--- src/rtl/conv55_window_gen.sv ---
// conv55_window_gen: raster pixel stream to 5x5 valid-convolution windows via four line buffers.
// Optional framing input in_sof / err_sof output enabled by defining CONV55_WINGEN_SOF_EN.
module conv55_window_gen #(
    parameter int DATA_W = 6,
    parameter int IMG_W  = 28,
    parameter int IMG_H  = 28
) (
    input  logic                  clk,
    input  logic                  rst,
    input  logic                  in_valid,
    output logic                  in_ready,
    input  logic [DATA_W-1:0]     in_pixel,
`ifdef CONV55_WINGEN_SOF_EN
    input  logic                  in_sof,
    output logic                  err_sof,
`endif
    output logic                  out_valid,
    input  logic                  out_ready,
    output logic [25*DATA_W-1:0]  out_window,
    output logic                  out_last
);
    localparam int CW = $clog2(IMG_W);
    localparam int RW = $clog2(IMG_H);

    logic [CW-1:0] col, ecol;
    logic [RW-1:0] row, erow;
    logic acc, col_end, row_end, emit;
    logic [DATA_W-1:0] lb [4][IMG_W];
    logic [DATA_W-1:0] w  [5][5];
    logic [DATA_W-1:0] nw [5][5];
    logic [DATA_W-1:0] v  [5];
    logic [25*DATA_W-1:0] nw_flat;

    assign in_ready = !out_valid || out_ready;
    assign acc      = in_valid && in_ready;

    // A start-of-frame pixel is processed as if the counters were already at (0,0).
`ifdef CONV55_WINGEN_SOF_EN
    assign ecol = in_sof ? '0 : col;
    assign erow = in_sof ? '0 : row;
`else
    assign ecol = col;
    assign erow = row;
`endif

    assign col_end = ecol == CW'(IMG_W - 1);
    assign row_end = erow == RW'(IMG_H - 1);
    assign emit    = acc && erow >= RW'(4) && ecol >= CW'(4);

    always_comb begin
        for (int r = 0; r < 4; r++) v[r] = lb[r][ecol];
        v[4] = in_pixel;
        nw_flat = '0;
        for (int r = 0; r < 5; r++) begin
            for (int c = 0; c < 5; c++) begin
                nw[r][c] = (c == 4) ? v[r] : w[r][c+1];
                nw_flat[DATA_W*(5*r+c) +: DATA_W] = nw[r][c];
            end
        end
    end

    // Line buffers and shift window carry over frames; emission gating hides stale data.
    always_ff @(posedge clk) begin
        if (acc) begin
            for (int r = 0; r < 3; r++) lb[r][ecol] <= lb[r+1][ecol];
            lb[3][ecol] <= in_pixel;
            w <= nw;
        end
    end

    always_ff @(posedge clk or posedge rst) begin
        if (rst) begin
            col        <= '0;
            row        <= '0;
            out_valid  <= 1'b0;
            out_last   <= 1'b0;
            out_window <= '0;
        end else begin
            if (acc) begin
                col <= col_end ? '0 : ecol + 1'b1;
                row <= col_end ? (row_end ? '0 : erow + 1'b1) : erow;
            end
            if (emit) begin
                out_valid  <= 1'b1;
                out_window <= nw_flat;
                out_last   <= row_end && col_end;
            end else if (out_ready) begin
                out_valid  <= 1'b0;
            end
        end
    end

`ifdef CONV55_WINGEN_SOF_EN
    logic frame_open;
    logic at_origin;
    assign at_origin = col == '0 && row == '0;

    always_ff @(posedge clk or posedge rst) begin
        if (rst) begin
            err_sof    <= 1'b0;
            frame_open <= 1'b0;
        end else begin
            err_sof <= acc && (in_sof ? !at_origin : (at_origin && frame_open));
            if (acc) frame_open <= !(row_end && col_end);
        end
    end
`endif
endmodule

--- config.mk ---
export PLATFORM = sky130hd
export DESIGN_NAME = conv55_window_gen
export DESIGN_NICKNAME = d
export VERILOG_FILES = /design/src/rtl/conv55_window_gen.sv
export SDC_FILE = /design/constraint.sdc
export NUM_CORES = 1
export LEC_CHECK = 0
export BUFFER_PORTS_ARGS = -buffer_cell sky130_fd_sc_hd__buf_4
export CORE_ASPECT_RATIO = 1.75
export CORE_UTILIZATION = 48
export DETAILED_ROUTE_END_ITERATION = 16
export PLACE_DENSITY = 0.63
export SLEW_MARGIN = 15
export SYNTH_ARGS = -nofsm -noshare
export SYNTH_HDL_FRONTEND = slang
export SYNTH_SLANG_ARGS = --single-unit
--- constraint.sdc ---
create_clock -name clk -period 14.7 [get_ports clk]
set_clock_uncertainty 0.2 [all_clocks]
set_input_delay 2.94 -clock clk [delete_from_list [all_inputs] [get_ports clk]]
set_output_delay 2.94 -clock clk [all_outputs]
set_load 0.02 [all_outputs]
# ---- Word-level counts from Yosys, hierarchy flattened
# Memories as Yosys holds them, arrays and structs flattened.
# Index checks and enable logic that the tools add are counted.
dict set report word_totals {
  n_memories 1
  in_bits 10
  register_bits 282
  ram_bits 672
}
# name words word_bits rd rd_clocked_by_memory_dff wr line_no
set memory_table {}
lappend memory_table {lb 4 168 4 0 4 28} ;# logic [DATA_W-1:0] lb [4][IMG_W];
dict set report classes {
  n_eq_ne 2
  reduce_logical 9
  order_cmp 4
  n_mux 20
  n_addsub 2
  bitwise_logic 1
}
# cell count
set op_table {}
lappend op_table {{$mux 168} 1}
lappend op_table {{$bmux 6 s5} 4}
lappend op_table {{$mux 6} 9}
lappend op_table {{$demux 6 s5} 1}
lappend op_table {{$add 5x1->5 const B} 2}
lappend op_table {{$eq 5x5->1 const B} 2}
lappend op_table {{$ge 5x3->1 const B} 2}
lappend op_table {{$mux 5} 2}
lappend op_table {{$ge 6x6->1 const B} 1}
lappend op_table {{$lt 6x1->1 const B} 1}
lappend op_table {{$not 5->6} 1}
lappend op_table {{$logic_and 1x1->1} 5}
lappend op_table {{$mux 1} 3}
lappend op_table {{$reduce_and 2->1} 1}
lappend op_table {{$reduce_bool 2->1} 1}
lappend op_table {{$logic_not 1->1} 1}
lappend op_table {{$logic_or 1x1->1} 1}

# ---- Longest topological paths before layout
dict set report logic_depth {
  ltp_word 6
  mapped_depth 9
}

# ---- Least setup slack after synthesis
# Ideal clock, no wire load.
dict set report synth_path {
  kind {input to register}
  startpoint {in out_ready}
  endpoint {mem lb[0][102] in the netlist's numbering, enable pin}
  slack_ps 5248
  stages 5
  setup_ps 405
  t_arrival_ps 8848
  required_time_ps 14095
  path_buffers 1
  cell_sequence {nand2b_1 and2_1 clkbuf_1 nand2_1 nor2_1}
}
# item line_no
set synth_lines {}
lappend synth_lines {{start, declared} 18} ;# input logic out_ready,
lappend synth_lines {{end, declared} 28}

# ---- Worst setup path after layout
dict set report layout_path {
  startpoint {in out_ready}
  endpoint {out in_ready}
}
dict set report layout_via {
  elab_chain_len 1
}
# item line_no
set layout_lines {}
lappend layout_lines {{$logic_or 1x1->1} 34} ;# assign in_ready = !out_valid || out_ready;
lappend layout_lines {{end, declared} 11} ;# output logic in_ready,
# No other way between the ends.

==> flow_summary_export.csv <==
group,metric,value,unit
outcome,status,"complete, no violations",
yosys,synth_edf_count,792,
grt,grt_pass1_vias,18090,
yosys,synth_compound_area_share,2.675,%
layout,fin_nets,2009,
setup_path,critPathMaxStageDelay,0.19,ns
yosys,synth.area.mux_share,14.75,%
clock_tree,clockRootBuffer,"clkbuf_16",
clock_tree,cts_tree,"done",
timing,setup_violations,0,
clock_tree,clkLatencyLatePin,0.64,ns
die,die_area,75880,um^2
die,initial_utilization,48.49,%
detailed_routing,drc,0,
setup_path,critPathMaxFanout,4,
clock_tree,cts_sinks,954,
setup_path,crit_type,"in2out",
yosys,mappedNetlistArea,35880,um^2
yosys,syn_inst,1799,
clock_tree,path_clk_slew,0.07,ns
clock_tree,numCtsBuffers,79,
timing,maxSlewHeadroom,29.29,%
setup_path,crit_path_frequent_cell,"buf_4",
clock_tree,ctsHoldBuffers,0,
yosys,synth_cell_type_count,54,
die,fp.dieW,208.7,um
timing,post-route-period-util,44.63,%
yosys,synth_xor_area_share,0.02441,%
grt,grt_busiest_layer,"met2",
setup_path,reg2regPathDepth,6,
pwr,power_density,207.3,nW/um^2
detailed_routing,drtAntennaViolNets,0,
detailed_routing,via_per_inst,5.805,
yosys,synth_nets,1815,
grt,use_met2,39.14,%
timing,finalHoldViolCount,0,
grt,grt_util_all_layers,21.82,%
timing,drv_slew,0,
grt,globalRouteMet3Util,2.946,%
job,cap_viol_max_count,0,
hold_path,worstHoldPathCells,0,
setup_path,cp-start-kind,"primary input",
layout,drive_gt1_share,27.21,%
yosys,synth-seq-cells,954,
place,port_buffers,162,
die,die_h,363.7,um
pwr,leakagePower,14.97,nW
die,io_pins,163,
yosys,synth_ff_type,"edfxtp_1",
timing,fin_crit,6.560,ns
hold_path,worstHoldPathType,"reg2reg",
yosys,seq_area_frac_synth,77.59,%
yosys,synthAdderAreaFrac,0.2092,%
yosys,synthArstFlopShare,16.98,%
grt,grt_pass1_wl,120700,um
die,core_area,73990,um^2
detailed_routing,via_count,17390,
place,hpwl,51460,um
timing,holdWs,0.2387,ns
setup_path,cp.depth,3,
layout,diodes,0,
pwr,peakVddDrop,0.1397,mV
timing,setup_tns,0,ns
yosys,yosys.area_share.simple,3.003,%
grt,met1_usage,26.24,%
place,gp_congestion,0.8915,
grt,overflow,0,
setup_path,arrival,3.42,ns
die,row_count,132,
grt,antenna_found_initial,1,
timing,tightest_slew,1.061,ns
layout,syn_to_final_growth,13.53,%
clock_tree,cts-resized-gates,0,
clock_tree,cts_max_path_buffers,3,
grt,grt_max_degree,97,
setup_path,path_cells,"buf_4 > nand2b_1 > buf_4",
setup_path,slowest_stage,"nand2b_1",
setup_path,crit_buf_inv,2,
yosys,synth_top_family_by_area,"multiplexers",
setup_path,critical_path.top_delay_family,"buffers and inverters",
detailed_routing,routed_wl,82010,um
detailed_routing,detail_route.first_pass.iterations,5,
yosys,yosysWarnings,0,
yosys,avgSynthCellArea,19.94,um^2
timing,max_freq,152.4,MHz
setup_path,crit_required,11.56,ns
detailed_routing,detail_route.iter0.violations,1563,
detailed_routing,routedWlPerCell,27.37,um
clock_tree,cts-htree-levels,3,
timing,rsz0062_at_grt,"false",
setup_path,end_kind,"output pin",
clock_tree,postCtsSetupBuffers,0,
## registers in the layout (all words and copies together), names as in the netlist
| name | cells |
|---|---|
| lb | 672 |
| out_window | 150 |
| nw | 120 |
| col | 5 |
| erow | 5 |
| out_last | 1 |
| out_valid | 1 |
## routing by layer
| metal | routed length [um] | vias up |
|---|---|---|
| met5 | 0 | - |
| met4 | 3598 | 0 |
| met3 | 3779 | 165 |
| met2 | 43280 | 549 |
| met1 | 31350 | 9123 |
| li1 | - | 7555 |
## cell usage in the layout, fill, tap and decap left out, types with 7 or more instances in the layout
master / netlist / routed
edfxtp_1: 792 / 792
buf_4: 10 / 201
mux2i_1: 181 / 181
dfrtp_1: 162 / 160
mux2_2: 114 / 114
clkbuf_16: 0 / 83
mux4_2: 70 / 70
nand2_1: 48 / 48
o22ai_1: 43 / 43
mux2_1: 41 / 41
a22oi_1: 34 / 34
nand3_1: 32 / 28
clkbuf_1: 19 / 24
nand4_1: 16 / 16
nor2_4: 0 / 15
nand3_2: 10 / 14
a211oi_1: 12 / 12
nor2_2: 0 / 12
nor2b_1: 10 / 10
a21oi_1: 10 / 10
a22oi_2: 10 / 10
nor3_1: 10 / 10
clkinv_2: 0 / 10
and3_1: 9 / 9
clkinv_1: 1 / 9
nor2_1: 35 / 8
o21ai_0: 7 / 7
clkbuf_8: 0 / 7
## cells by family after synthesis
logic type               after synthesis
AO/OA/AOI/OAI                        131
XOR/XNOR                               1
adder cells (fa/ha/maj)                6
buffers and inverters                 96
flip-flops                           954
multiplexers                         412
AND/OR/NAND/NOR                      199
## through the flow
step / power, mW / instances / setup WS [ns] / area [um^2] / utilization [%]
floorplan: 5.322 / 1799 / 5.248 / 35880 / -
global placement: 6.340 / 2850 / 8.145 / 38160 / 51.57
detailed placement: 6.422 / 2850 / 8.142 / 38160 / 51.57
CTS: 8.502 / 2996 / 8.140 / 40730 / 55.04
global route: 8.726 / 2996 / 8.125 / 40730 / 55.05
finish: 8.444 / 2996 / 8.140 / 40730 / 55.05
## cell type report
cell class	count	area, um^2
clock buffer	114	2263
clock inverter	32	304.0
fill	5630	33260
inverter	7	31.28
multi-input combinational	749	7587
sequential	954	27840
tap	938	1174
timing repair buffer	202	1529
## cell usage after synthesis (12+ instances only)
cell	n	area share (%)
edfxtp_1	792	66
mux2i_1	181	5.0
dfrtp_1	162	11
mux2_2	114	3.6
mux4_2	70	4.4
nand2_1	48	0.50
o22ai_1	43	0.75
mux2_1	41	1.3
nor2_1	35	0.37
a22oi_1	34	0.71
buf_2	34	0.47
nand3_1	32	0.45
clkbuf_1	19	0.20
buf_6	17	0.53
nand4_1	16	0.28
a211oi_1	12	0.25
## path summary, 6_finish.rpt
| check | from | end | slack (ns) |
|---|---|---|---|
| worst max-delay path | out_ready | in_ready | 8.14 |
| worst min-delay path | nw[16] | nw[22] | 0.24 |
| worst max register to register | col[0] | out_window[119] | 9.56 |
| worst min register to register | nw[16] | nw[22] | 0.24 |
| max in group asynchronous | rst | out_window[33] | 10.53 |
| min in group asynchronous | rst | out_window[107] | 2.33 |
## power by group
group | leakage, nW | switching (mW) | total [mW] | internal, mW
clock | 1.25 | 0.930 | 2.10 | 1.17
sequential | 9.50 | 0.163 | 4.04 | 3.87
combinational | 4.23 | 1.66 | 2.31 | 0.651
Note: power is estimated with default switching activity, not from simulation.
